$ cat src/rtl/regfile_alu_pkg.sv
// Shared definitions for the register-file ALU sequencer: op codes, FSM
// state encoding and default datapath sizes.
package regfile_alu_pkg;

  localparam int DW_DEF = 32;
  localparam int AW_DEF = 3;

  localparam logic [2:0] OP_ADD = 3'd0;
  localparam logic [2:0] OP_SUB = 3'd1;
  localparam logic [2:0] OP_AND = 3'd2;
  localparam logic [2:0] OP_OR  = 3'd3;
  localparam logic [2:0] OP_XOR = 3'd4;
  localparam logic [2:0] OP_SLT = 3'd5;
  localparam logic [2:0] OP_SLL = 3'd6;
  localparam logic [2:0] OP_LDI = 3'd7;

  typedef enum logic [1:0] {
    ST_IDLE = 2'd0,
    ST_READ = 2'd1,
    ST_EXEC = 2'd2,
    ST_WB   = 2'd3
  } state_e;

endpackage

$ cat src/rtl/regfile_alu_seq_alu.sv
// Combinational 32-bit ALU used by the sequencer's EXEC stage.
// ovf is only meaningful for ADD/SUB and reads 0 for every other op.
module alu_32
  import regfile_alu_pkg::*;
#(
  parameter int DW = DW_DEF
) (
  input  logic [DW-1:0] a,
  input  logic [DW-1:0] b,
  input  logic [2:0]    op,
  input  logic [DW-1:0] imm,
  output logic [DW-1:0] result,
  output logic          ovf
);

  localparam int SW = $clog2(DW);

  logic [DW-1:0] sum;
  logic [DW-1:0] diff;

  assign sum  = a + b;
  assign diff = a - b;

  always_comb begin
    result = '0;
    ovf    = 1'b0;
    case (op)
      OP_ADD: begin
        result = sum;
        ovf    = (a[DW-1] == b[DW-1]) && (sum[DW-1] != a[DW-1]);
      end
      OP_SUB: begin
        result = diff;
        ovf    = (a[DW-1] != b[DW-1]) && (diff[DW-1] != a[DW-1]);
      end
      OP_AND: result = a & b;
      OP_OR:  result = a | b;
      OP_XOR: result = a ^ b;
      OP_SLT: result = {{(DW-1){1'b0}}, ($signed(a) < $signed(b))};
      OP_SLL: result = a << b[SW-1:0];
      OP_LDI: result = imm;
      default: result = imm;
    endcase
  end

endmodule

$ cat src/rtl/regfile_alu_seq.sv
// Four-state sequencer (IDLE/READ/EXEC/WB) that owns the 8x32 register file:
// reads two operands, runs the ALU and writes the result back.
//
// Handshake: a command transfers on a rising edge where cmd_valid && cmd_ready;
// cmd_ready is a pure decode of the state register (high only in IDLE), so it
// never depends combinationally on cmd_valid, and the cmd_* fields are sampled
// only on that transfer edge.
module regfile_alu_seq
  import regfile_alu_pkg::*;
#(
  parameter int DW = DW_DEF,
  parameter int AW = AW_DEF
) (
  input  logic          clk,
  input  logic          cr,
  input  logic          cmd_valid,
  output logic          cmd_ready,
  input  logic [2:0]    cmd_op,
  input  logic [AW-1:0] cmd_rd,
  input  logic [AW-1:0] cmd_rs,
  input  logic [AW-1:0] cmd_rt,
  input  logic [DW-1:0] cmd_imm,
  output logic [AW-1:0] Addr_A,
  output logic [AW-1:0] Addr_B,
  input  logic [DW-1:0] QA,
  input  logic [DW-1:0] QB,
  output logic          WE,
  output logic [AW-1:0] Addr_W,
  output logic [DW-1:0] Di,
  output logic          done,
  output logic          zero,
  output logic          ovf,
  output state_e        dbg_state
);

  state_e        state_q, state_d;
  logic          accept;

  logic [2:0]    op_q;
  logic [AW-1:0] rd_q;
  logic [DW-1:0] imm_q;
  logic [AW-1:0] addr_a_q, addr_b_q, addr_w_q;
  logic [DW-1:0] opa_q, opb_q;
  logic [DW-1:0] di_q;
  logic          we_q, done_q, zero_q, ovf_q;

  logic [DW-1:0] alu_res;
  logic          alu_ovf;

  alu_32 #(.DW(DW)) u_alu (
    .a      (opa_q),
    .b      (opb_q),
    .op     (op_q),
    .imm    (imm_q),
    .result (alu_res),
    .ovf    (alu_ovf)
  );

  always_ff @(posedge clk or negedge cr) begin
    if (!cr) state_q <= ST_IDLE;
    else     state_q <= state_d;
  end

  always_comb begin
    state_d = state_q;
    accept  = 1'b0;
    case (state_q)
      ST_IDLE: begin
        if (cmd_valid) begin
          accept  = 1'b1;
          state_d = ST_READ;
        end
      end
      ST_READ: state_d = ST_EXEC;
      ST_EXEC: state_d = ST_WB;
      ST_WB:   state_d = ST_IDLE;
      default: state_d = ST_IDLE;
    endcase
  end

  // Read addresses are loaded at acceptance so they are stable for the whole
  // READ cycle and simply hold afterwards.
  always_ff @(posedge clk or negedge cr) begin
    if (!cr) begin
      op_q     <= OP_ADD;
      rd_q     <= '0;
      imm_q    <= '0;
      addr_a_q <= '0;
      addr_b_q <= '0;
    end else if (accept) begin
      op_q     <= cmd_op;
      rd_q     <= cmd_rd;
      imm_q    <= cmd_imm;
      addr_a_q <= cmd_rs;
      addr_b_q <= cmd_rt;
    end
  end

  always_ff @(posedge clk or negedge cr) begin
    if (!cr) begin
      opa_q <= '0;
      opb_q <= '0;
    end else if (state_q == ST_READ) begin
      opa_q <= QA;
      opb_q <= QB;
    end
  end

  // Write-back outputs are loaded on the EXEC->WB edge and cleared on the
  // WB->IDLE edge, giving a single registered pulse per command.
  always_ff @(posedge clk or negedge cr) begin
    if (!cr) begin
      di_q     <= '0;
      addr_w_q <= '0;
      we_q     <= 1'b0;
      done_q   <= 1'b0;
      zero_q   <= 1'b0;
      ovf_q    <= 1'b0;
    end else if (state_q == ST_EXEC) begin
      di_q     <= alu_res;
      addr_w_q <= rd_q;
      we_q     <= 1'b1;
      done_q   <= 1'b1;
      zero_q   <= (alu_res == '0);
      ovf_q    <= alu_ovf;
    end else if (state_q == ST_WB) begin
      di_q     <= '0;
      we_q     <= 1'b0;
      done_q   <= 1'b0;
    end
  end

  assign cmd_ready = (state_q == ST_IDLE);
  assign Addr_A    = addr_a_q;
  assign Addr_B    = addr_b_q;
  assign Addr_W    = addr_w_q;
  assign Di        = di_q;
  assign WE        = we_q;
  assign done      = done_q;
  assign zero      = zero_q;
  assign ovf       = ovf_q;
  assign dbg_state = state_q;

endmodule
$ cat config.mk
export PLATFORM = sky130hd
export DESIGN_NAME = regfile_alu_seq
export DESIGN_NICKNAME = d
export VERILOG_FILES = /design/src/rtl/regfile_alu_pkg.sv /design/src/rtl/regfile_alu_seq_alu.sv /design/src/rtl/regfile_alu_seq.sv
export SDC_FILE = /design/constraint.sdc
export NUM_CORES = 1
export LEC_CHECK = 0
export ABC_AREA = 1
export CAP_MARGIN = 25
export CORE_ASPECT_RATIO = 0.8
export CORE_MARGIN = 2
export CORE_UTILIZATION = 45
export CTS_CLUSTER_DIAMETER = 200
export DETAILED_ROUTE_END_ITERATION = 7
export PLACE_DENSITY_LB_ADDON = 0.3
export SYNTH_ARGS = -nofsm -noshare
export SYNTH_HDL_FRONTEND = slang
export SYNTH_SLANG_ARGS = --single-unit
$ cat constraint.sdc
create_clock -name clk -period 2.6 [get_ports clk]
set_input_delay 0.26 -clock clk [delete_from_list [all_inputs] [get_ports clk]]
set_output_delay 0.26 -clock clk [all_outputs]
set_load 0.02 [all_outputs]
# Yosys cells after proc, flatten, opt, wreduce, memory -nomap -nowiden
# Index checks and enable logic that the tools add are counted.
# Widths: inputs -> output; s select.
word_totals:
  ff_bits: 148
  inputBits: 111
  output_inout_bits: 48
  elab_cells: 51
op_classes:
  add_sub_neg: 2
  n_lt_le_gt_ge: 1
  eq_ne: 15
  n_shift: 1
  mux: 10
  n_bitwise: 3
  n_reduce_logical: 6
ops:
  columns: ["operator", "count"]
  rows:
  - ["$pmux 32 s8", 1]
  - ["$mux 32", 2]
  - ["$add 32x32->32", 1]
  - ["$and 32x32->32", 1]
  - ["$logic_not 32->1", 1]
  - ["$lt 32x32->1", 1]
  - ["$or 32x32->32", 1]
  - ["$shl 32x5->32", 1]
  - ["$sub 32x32->32", 1]
  - ["$xor 32x32->32", 1]
  - ["$eq 3x3->1 const B", 4]
  - ["$pmux 2 s4", 1]
  - ["$eq 3x2->1 const B", 2]
  - ["$eq 2x2->1 const B", 2]
  - ["$mux 1", 4]
  - ["$eq 3x1->1 const B", 1]
  - ["$logic_not 3->1", 1]
  - ["$ne 1x1->1", 3]
  - ["$eq 2x1->1 const B", 1]
  - ["$logic_and 1x1->1", 2]
  - ["$logic_not 2->1", 1]
  - ["$mux 2", 1]
  - ["$ne 2x2->1 const B", 1]
  - ["$pmux 1 s2", 1]
  - ["2 further kinds", 2]

# Logic depth before layout (Yosys ltp)
logic_depth:
  ltp_word: 4
  mapped_depth: 23
  ltp_nobuf: 21

# Cells and area by module
# A second synthesis with hierarchy kept.
unflattened:
  cells_unflattened: 1982
  hier_area_um2: 13793.2
modules_own_cells:
  columns: ["module", "instances", "cells_per_inst", "area_each_um2", "seq_area_each_um2"]
  rows:
  - ["alu_32", 1, 1555, 7848.8, 0.0]
  - ["regfile_alu_seq", 1, 427, 5944.5, 3703.6]

# Least setup slack after synthesis
# OpenSTA, ideal clock, no wires.
synth_timing:
  kind: "register -> register"
  from: "register opb_q[3]"
  to: "register zero_q (netlist: zero)"
  t_arrival_ns: 2.617
  t_required_ns: 2.535
  setup_slack_ns: -0.083
  path_stages_with_launch: 23
  path_buffers: 3
  synth_period_minus_slack_ns: 2.683
  path_cell_list: "dfrtp_1 buf_2 inv_1 buf_2 buf_1 ha_1 nor2_1 nand2_1 inv_1 nand3_1 nand2_1 nand2_1 nand2_1 nand2_1 nand3_1 nand2_1 nor2_1 nand2_1 nor2_1 nand2_1 nor2_1 nand4_1 nand2_1"
synth_via:
  elab_chain_cells: 3
  elab_cells_between_ends: 9
  cone_classes: "add/sub (2); order compare (1); shift (1); mux (1); bitwise (3); reduce/logical (1)"
synth_lines:
  columns: ["element", "line", "rtl"]
  rows:
  - ["start, declared", "regfile_alu_seq.sv:43", "logic [DW-1:0] opa_q, opb_q;"]
  - ["start signal, assigned", "regfile_alu_seq.sv:102", "opb_q <= '0;"]
  - ["start signal, assigned", "regfile_alu_seq.sv:105", "opb_q <= QB;"]
  - ["$sub 32x32->32 (tied with other cells)", "regfile_alu_seq_alu.sv:22", "assign diff = a - b;"]
  - ["$pmux 32 s8 *", "regfile_alu_seq_alu.sv:27", "case (op)"]
  - ["$logic_not 32->1 *", "regfile_alu_seq.sv:124", "zero_q <= (alu_res == '0);"]
  - ["end signal, assigned", "regfile_alu_seq.sv:124", null]
  - ["end, declared", "regfile_alu_seq.sv:45", "logic we_q, done_q, zero_q, ovf_q;"]
# Every way passes the cells marked *; elsewhere a longest branch is shown, timed or not.
# A chain may end at the register's enable or synchronous reset.

# Worst setup path after layout
layout_timing:
  from: "register opb_q[0]"
  to: "register zero_q (netlist: zero)"
# Same word-level chain as after synthesis.

==> flow_metrics.tcl <==
set metrics [dict create \
    dpl_worst_slack_ns -0.471 \
    grt_pass1_vias 15500 \
    seq_area_frac_synth 0.269 \
    skew_ns 0.0142 \
    syn-cell-area_um2 13800 \
    status "finished with violations" \
    wirelength_mm 62.5 \
    period_needed_ns 2.70 \
    fmax_mhz 371 \
    fin_tns_setup_ns -0.0968 \
    cp-start-kind "flip-flop" \
    grt_pass1_wl_mm 91.8 \
    slew_viol_final 0 \
    synth-async-reset-ratio 1.00 \
    place_area_um2 18300 \
    wl_per_cell_um 20.2 \
    maxCapViolCount 0 \
    clk_pin_slew_worst_paths_ns 0.07 \
    grt_usage 0.388 \
    setup_viol 1 \
    clockRootBuffer "clkbuf_16" \
    die_x_um 200 \
    drt_first_pass_iters 6 \
    hold_viol 0 \
    start_util 0.455 \
    ys_seq_elements 148 \
    pin_count 159 \
    syn-num-nets 2413 \
    final_common_cell "nand2_1" \
    fin_ws_ns -0.0968 \
    synth_edf_count 0 \
    antenna_left 0 \
    vias_per_cell 5.46 \
    slew_headroom 0.528 \
    crit_path_end_kind "flip-flop" \
    synth_area_per_cell_um2 6.26 \
    drc 0 \
    synth_flop_cell "dfrtp_1" \
    crit_required_ns 2.99 \
    finalCritPeriodShare 1.04 \
    htree_levels 4 \
    final_cell_area_um2 19800 \
    rsz0062_at_grt "true" \
    vias 16900 \
    worstHoldPathType "input pin to flip-flop" \
    numCtsBuffers 17 \
    worstMarginPinSlew_ns 0.708 \
    place_congestion 1.02 \
    dp_hpwl_mm 50.6 \
    design.die.area_um2 32000 \
    violations "negative setup slack" \
    grt_start_max_net_pins 72 \
    antenna_found_initial 0 \
    layout.nets 2882 \
    drtIter0Drc 1960 \
    insertedDiodeCount 0 \
    r2r_slack_ns -0.1 \
    clock-sinks 148 \
    yosysUniqueCellTypes 46 \
    clkLatencyLatePin_ns 0.46 \
    layout_common_cells "nand2_1 (658), buf_4 (372), inv_1 (304)" \
    die_h_um 160 \
    cp_data_arrival_time_ns 3.09 \
    drive_gt1_frac 0.231 \
    path_max_fanout 5 \
    rows 57 \
    overflow 0 \
    cts_tree "done" \
    portBuffers 158 \
    syn2layout_area_growth_pct 43.9 \
    path_class "flip-flop to flip-flop" \
    core_area_um2 30200 \
    synth_cells 2199 \
    clockBufferDepth 2 \
    synth_warnings 0 \
]
==> worst paths after layout <==
check / start / to / depth (start not counted)
min: QB[28] / opb_q[28]$_DFFE_PN0N_ / 3
max: opb_q[0]$_DFFE_PN0N_ / zero$_DFFE_PN0P_ / 16
min in group asynchronous: cr / Di[3]$_DFFE_PN0P_ / 2
max reg2reg: opb_q[0]$_DFFE_PN0N_ / zero$_DFFE_PN0P_ / 16
min reg2reg: Addr_W[2]$_DFFE_PN0P_ / Addr_W[2]$_DFFE_PN0P_ / 2
max in group asynchronous: cr / imm_q[31]$_DFFE_PN0P_ / 3
==> layout make-up <==
type                    instances  area, µm²
fillers                      2767      10400
multi-input cells            1628       9150
repair buffers                546       4650
flip-flops and latches        148       3710
inverters                     327       1230
well taps                     413        517
clock buffers                  20        437
clock inverters                11        130
==> cells in the mapped netlist, drive strengths merged, types with 2 or more instances <==
| master | count | area share |
|---|---|---|
| a211oi | 6 | 0.0033 |
| a21oi | 83 | 0.030 |
| a221oi | 5 | 0.0032 |
| a22o | 15 | 0.0095 |
| a31oi | 2 | 0.00091 |
| and2 | 4 | 0.0018 |
| and3 | 2 | 0.00091 |
| buf | 57 | 0.023 |
| clkbuf | 39 | 0.011 |
| dfrtp | 148 | 0.27 |
| fa | 2 | 0.0029 |
| ha | 101 | 0.092 |
| inv | 326 | 0.089 |
| mux2 | 34 | 0.028 |
| nand2 | 693 | 0.19 |
| nand3 | 270 | 0.099 |
| nand3b | 5 | 0.0027 |
| nand4 | 20 | 0.0091 |
| nor2 | 181 | 0.050 |
| nor3 | 20 | 0.0076 |
| o2111ai | 2 | 0.0013 |
| o211a | 2 | 0.0015 |
| o211ai | 8 | 0.0044 |
| o21ai | 121 | 0.044 |
| o21bai | 6 | 0.0033 |
| o221ai | 7 | 0.0045 |
| o22ai | 24 | 0.011 |
| or2 | 3 | 0.0014 |
| xor2 | 6 | 0.0038 |
==> per-layer routing <==
metal / GRT usage / vias to the layer above / share of wire
met1: 0.573 / 7923 / 0.45
met3: 0.115 / 81 / 0.12
met5: 0 / - / 0
met2: 0.550 / 919 / 0.40
met4: 0.0912 / 0 / 0.021
li1: - / 7976 / -
==> what timing repair did <==
item                                    CTS  global route
gates resized for setup                 114            96
pin swaps                                20            26
endpoints found under the setup margin   18            26
hold buffers                              1             0
endpoints found under the hold margin    67             0
setup buffers                             7             9
==> critical path, stage by stage (launching register included) <==
cell and delay, ns:
dfrtp_2 0.48, ha_4 0.20, fa_2 0.43, nand2_4 0.12, nand2_1 0.07, nand3b_1 0.10
nand2_2 0.08, buf_4 0.14, xor2_1 0.13, nand2_1 0.08, nand2_2 0.09, nand2_1 0.05
nor2_1 0.10, nand4_1 0.20, nor2_2 0.17, nand4_1 0.10, nand2_1 0.07
==> through the flow <==
step | cells | hold WS [ns] | util
after floorplan | 2199 | -0.0356 | -
after global placement | 3045 | 0.320 | 0.606
after detailed placement | 3045 | 0.332 | 0.606
after CTS | 3084 | 0.353 | 0.641
after global routing | 3093 | 0.385 | 0.655
final | 3093 | 0.363 | 0.655
==> state kept, by name, indices dropped and copies added (netlist names) <==
signal	cells
Addr_A	3
dbg_state	2
Addr_W	3
done	1
zero	1
op_q	3
opb_q	32
Di	32
imm_q	32
Addr_B	3
opa_q	32
rd_q	3
ovf	1
==> kinds of logic (layout without fill, tap and decap cells) <==
family,after synthesis,after routing,synth area share
adders and majority gates,103,103,0.0947
xor gates and xnor gates,6,6,0.00382
muxes,34,34,0.0278
AOI/OAI and AO/OA,286,286,0.120
buffers and inverters,423,904,0.123
and+or+nand+nor,1199,1199,0.361
DFF,148,148,0.269
Power is not shown: default switching activity piles up to over one toggle a cycle in this logic, so the estimate is an artifact.
==> edit 1 (same settings) <==
Put one more register stage on the output `dbg_state`. The value now appears one clock later. The other outputs are not delayed to match.
--- a/src/rtl/regfile_alu_seq.sv
+++ b/src/rtl/regfile_alu_seq.sv
@@ -141,3 +141,5 @@
   assign ovf       = ovf_q;
-  assign dbg_state = state_q;
+  always_ff @(posedge clk) begin
+    dbg_state <= state_q;
+  end
 
Formal check against the unedited RTL: not equivalent (a bounded check fails within 4 cycles, from zero or initial values).
==> edit 1 against the unedited design <==
- the flow still finishes with violations (setup timing)
- final area is 3.3% higher
- clock skew is 1.4 ps lower
- area after synthesis increased by 2.6%
- non-clock buffer count grew 9
- sequential cell count rose by 2
- synthesized cell count grew 2.9%
- critical path type unchanged
- wire length increased by 2.3%
- count of clock-buffer cells in the layout rose by 2
- worst hold slack worse by 80 ps
- worst setup slack better by 32 ps
- cell count rose by 2.3%
- first-iteration DRC count rose by 4.4%
- via count increased by 2.9%
Power is left out: the tool's default activity adds up to more than one toggle a clock period on the data nets, which glitch-free logic cannot reach.
==> edit 1: results (changes against the unedited design) <==
Status
  • Status: complete, but fails checks
  • Failing checks: setup timing

STA
  • Final setup fails: 1 (unchanged)
  • Max_slew headroom: 0.599 (+0.0715)
  • PnR worst setup slack: -64.5 ps (+32.3 ps)
  • Clk_skew: 12.8 ps (-1.44 ps)

Setup path
  • Slowest stage delay, CP: 400 ps (-80 ps)
  • CP startpoint: opa_q[0]
  • CP arrival: 3050 ps (-40 ps)
  • R2r worst-path depth: 19 (+3)
  • Crit path max fanout: 2 (-3)
  • Slowest cell on the critical path: dfrtp_1
  • CP top delay family: simple AND/OR/NAND/NOR gates

Synthesis
  • Seq/Total Area, Yosys: 0.265 (-0.00391)
  • Top post-synthesis cells by area: dfrtp_1 26%, nand2_1 18%, nand3_1 10%
  • Top cells by count, synth: 689 x nand2_1, 352 x inv_1, 284 x nand3_1
  • Synth unique cells: 47 (+2.2%)
  • Syn nets: 2,477 (+2.7%)
  • Fraction of registers with async set/reset: 0.987 (-0.0133)

Clocking
  • # Post-CTS Setup Buffers: 4 (-3)
  • Total CTS buffers: 17 (unchanged)
  • Clock transition at the registers of the reported paths: 60 ps
  • Gates resized, CTS repair: 107 (-6.1%)

Global routing
  • Tot GR Track Use: 0.381 (-0.00744)
  • First-pass GRT wire length: 93,400 um (+1.7%)
  • Largest net degree at the start of global routing: 71 (-1.4%)
  • Number of global-route vias before repair: 16,000 (+3.1%)
  • Initial antenna violation count: 1 (+1)

Drt
  • Via count: 17,400 (+2.9%)
  • DRT Wirelength: 63,900 um (+2.3%)
  • Starting DRT DRC Count: 2,047 (+4.4%)

Layout
  • Share of cells above drive strength 1: 0.261 (+0.0308)
  • Nets: 2,954 (+2.5%)
  • # diodes: 0 (unchanged)

Worst hold path
  • Hold Crit Class: in2async

Place
  • Dpl cell area: 18,700 sq um (+2.1%)
  • RD Place Congestion: 1.06 (+4.3%)
  • Post-DP HPWL: 51,700 um (+2.1%)
edit 1: layer usage:
metal	GRT usage	vias to the layer above	routed length (um)
met5	0	-	0
met1	0.561	8109	28500
met4	0.101	0	1640
li1	-	8134	-
met3	0.104	123	7980
met2	0.542	1024	25800
edit 1: logic make-up (layout without fill, tap and decap cells):
| kind of cell | Yosys count | after routing | synth area share |
|---|---|---|---|
| buffers and inverters | 463 | 951 | 0.131 |
| DFF | 150 | 150 | 0.265 |
| muxes | 35 | 35 | 0.0279 |
| xor gates and xnor gates | 7 | 7 | 0.00434 |
| adders and majority gates | 103 | 103 | 0.0923 |
| and+or+nand+nor | 1231 | 1231 | 0.369 |
| AOI/OAI and AO/OA | 274 | 274 | 0.110 |
edit 1: stage by stage:
step | instances | setup WS (ps) | hold slack, ps | setup TNS, ps
3_5_place_dp | 3116 | -287 | 188 | -791
2_1_floorplan | 2263 | 63.7 | -35.6 | 0
4_1_cts | 3151 | 1.59 | 285 | 0
5_1_grt | 3164 | -165 | 315 | -213
3_3_place_gp | 3116 | -280 | 180 | -397
6_report | 3164 | -64.5 | 283 | -64.5
edit 1: layout make-up:
| class | count | area [sq um] |
|---|---|---|
| Tap cell | 413 | 517 |
| Inverter | 366 | 1380 |
| Clock buffer | 22 | 454 |
| Timing Repair Buffer | 555 | 4760 |
| Sequential cell | 150 | 3740 |
| Multi-Input combinational cell | 1650 | 9560 |
| Fill cell | 2722 | 10100 |
| Clock inverter | 8 | 55.1 |
edit 1: worst min-delay path by stage:
stage | from | end | slack, ps | cells past startpoint
2_1_floorplan | cr | Addr_A[0] | -40 | 0
3_3_place_gp | cr | Di[8] | 180 | 1
3_5_place_dp | cr | Di[0] | 190 | 1
4_1_cts | cr | op_q[2] | 290 | 2
5_1_grt | cr | Di[8] | 310 | 2
6_report | cr | op_q[0] | 280 | 2
==> edit 2 (config.mk and constraints unchanged) <==
Without the edit above. Change the package constant `DW_DEF` from 32 to 16.
--- a/src/rtl/regfile_alu_pkg.sv
+++ b/src/rtl/regfile_alu_pkg.sv
@@ -4,3 +4,3 @@
 
-  localparam int DW_DEF = 32;
+  localparam int DW_DEF = 16;
   localparam int AW_DEF = 3;
Ports: changed (resized Di, QA, QB and cmd_imm); port bits go from 159 to 95. No check against the original RTL was run, so the function may have changed too.
==> edit 2 against the unedited design <==
- wire length decreased by 63%
- sequential cell count decreased by 64
- final area decreased by 57%
- count of clock-buffer cells in the layout decreased by 9
- worst hold slack improved by 34 ps
- area after synthesis decreased by 51%
- via count decreased by 58%
- worst setup slack improved by 280 ps
- largest cell class unchanged
- highest routed layer unchanged
==> edit 2: results (changes against the unedited design) <==
Clocking
  • Clk_lat worst skew: 350 ps (-110 ps)
  • CTS H-tree depth: 3 (-1)
  • Total CTS buffers: 9 (-8)

Status
  • Status: finished clean

Place
  • RD Place Congestion: 1.11 (+8.7%)
  • I/O Buffers: 94 (-41%)
  • Dpl cells: 1,305 (-57%)
  • Post-DP HPWL: 18,400 um (-64%)
  • Dpl cell area: 8100 sq um (-56%)

Synthesis
  • Mean post-synth cell area: 6.63 sq um (+5.9%)
  • Seq/Total Area, Yosys: 0.311 (+0.0421)
  • Top post-synthesis cells by area: dfrtp_1 31%, nand2_1 18%, ha_1 9.8%
  • YS warnings: 0 (unchanged)
  • Top cells by count, synth: 318 x nand2_1, 118 x inv_1, 115 x nand3_1
  • Synth unique cells: 35 (-24%)
  • Syn nets: 1,137 (-53%)

Drt
  • Via count: 7,107 (-58%)
  • DRT Wirelength: 23,000 um (-63%)
  • Starting DRT DRC Count: 698 (-64%)
  • Post-DR vias/cell: 5.37 (-1.8%)

Power
  • Lkg Pwr: 4.27 nW

Global routing
  • Tot GR Track Use: 0.292 (-0.0957)
  • Number of global-route vias before repair: 6,638 (-57%)
  • First-pass GRT wire length: 35,800 um (-61%)
  • Initial antenna violation count: 0 (unchanged)
  • Largest net degree at the start of global routing: 38 (-47%)

Worst hold path
  • Hold Crit Class: in2async

Setup path
  • Slowest cell on the critical path: dfrtp_1
  • CP arrival: 2700 ps (-390 ps)
  • Slowest stage delay, CP: 410 ps (-70 ps)
  • Worst r2r src: opb_q[2]
  • Crit path max fanout: 6 (+1)

Layout
  • Nets: 1,248 (-57%)
  • Fillers: 1,463 (-47%)
  • Share of cells above drive strength 1: 0.110 (-0.120)
  • Sequential standard cell area: 2100 sq um (-43%)

STA
  • Least-Margin Pin Slew: 642 ps (-65.8 ps)
  • Clk_skew: 4.63 ps (-9.57 ps)
## edit 2: power by group through the flow
stage          Combinational (mW)  Sequential, mW  Clock [mW]
2_1_floorplan                5.65            2.52           0
3_3_place_gp                 9.18            2.35           0
3_5_place_dp                 9.22            2.39           0
4_1_cts                      9.28            2.37        1.36
5_1_grt                      10.7            2.45        1.41
6_report                     9.75            2.37        1.34
## edit 2: cells by family (layout without fill, tap and decap cells)
group / count (synthesis) / in the layout / synth area share
AO/OA/AOI/OAI: 134 / 134 / 0.105
XOR/XNOR: 4 / 4 / 0.00519
adder cells (fa/ha/maj): 55 / 55 / 0.104
buffers and inverters: 168 / 284 / 0.0972
flip-flops: 84 / 84 / 0.311
multiplexers: 23 / 23 / 0.0383
AND/OR/NAND/NOR: 551 / 551 / 0.339
## edit 2: what timing repair did
action,4_1_cts,5_1_grt
endpoints found under the hold margin,31,0
hold buffers,1,0
setup endpoints to repair,0,3
buffers inserted,0,2
gates resized for setup,0,25
## edit 2: per-layer routing
layer,share of wire,wire length (um),global-route usage
met4,0.028,647,0.102
met1,0.45,10300,0.418
met3,0.096,2200,0.0651
met5,0,0,0
met2,0.43,9790,0.438
## edit 2: worst paths after layout
check	slack (ps)	cells past startpoint	endpoint
min in group clk	460	2	Addr_W[0]
worst min register to register	460	2	Addr_W[0]
worst max-delay path	180	13	zero
worst min-delay path	400	2	Addr_W[2]
max in group asynchronous	1560	3	opb_q[8]
worst max register to register	180	13	zero
## edit 2: cell type report
| type | count | share of cell area |
|---|---|---|
| clock buffers | 11 | 0.0285 |
| clock inverters | 5 | 0.00706 |
| inverters | 122 | 0.0538 |
| multi-input cells | 767 | 0.479 |
| flip-flops and latches | 84 | 0.247 |
| well taps | 189 | 0.0278 |
| repair buffers | 146 | 0.156 |
## edit 2: per-stage QoR
| stage | setup WS (ps) | setup TNS (ps) |
|---|---|---|
| 2_1_floorplan | 77.5 | 0 |
| 3_3_place_gp | 68.7 | 0 |
| 3_5_place_dp | 38.4 | 0 |
| 4_1_cts | 7.33 | 0 |
| 5_1_grt | -15.8 | -15.8 |
| 6_report | 181 | 0 |
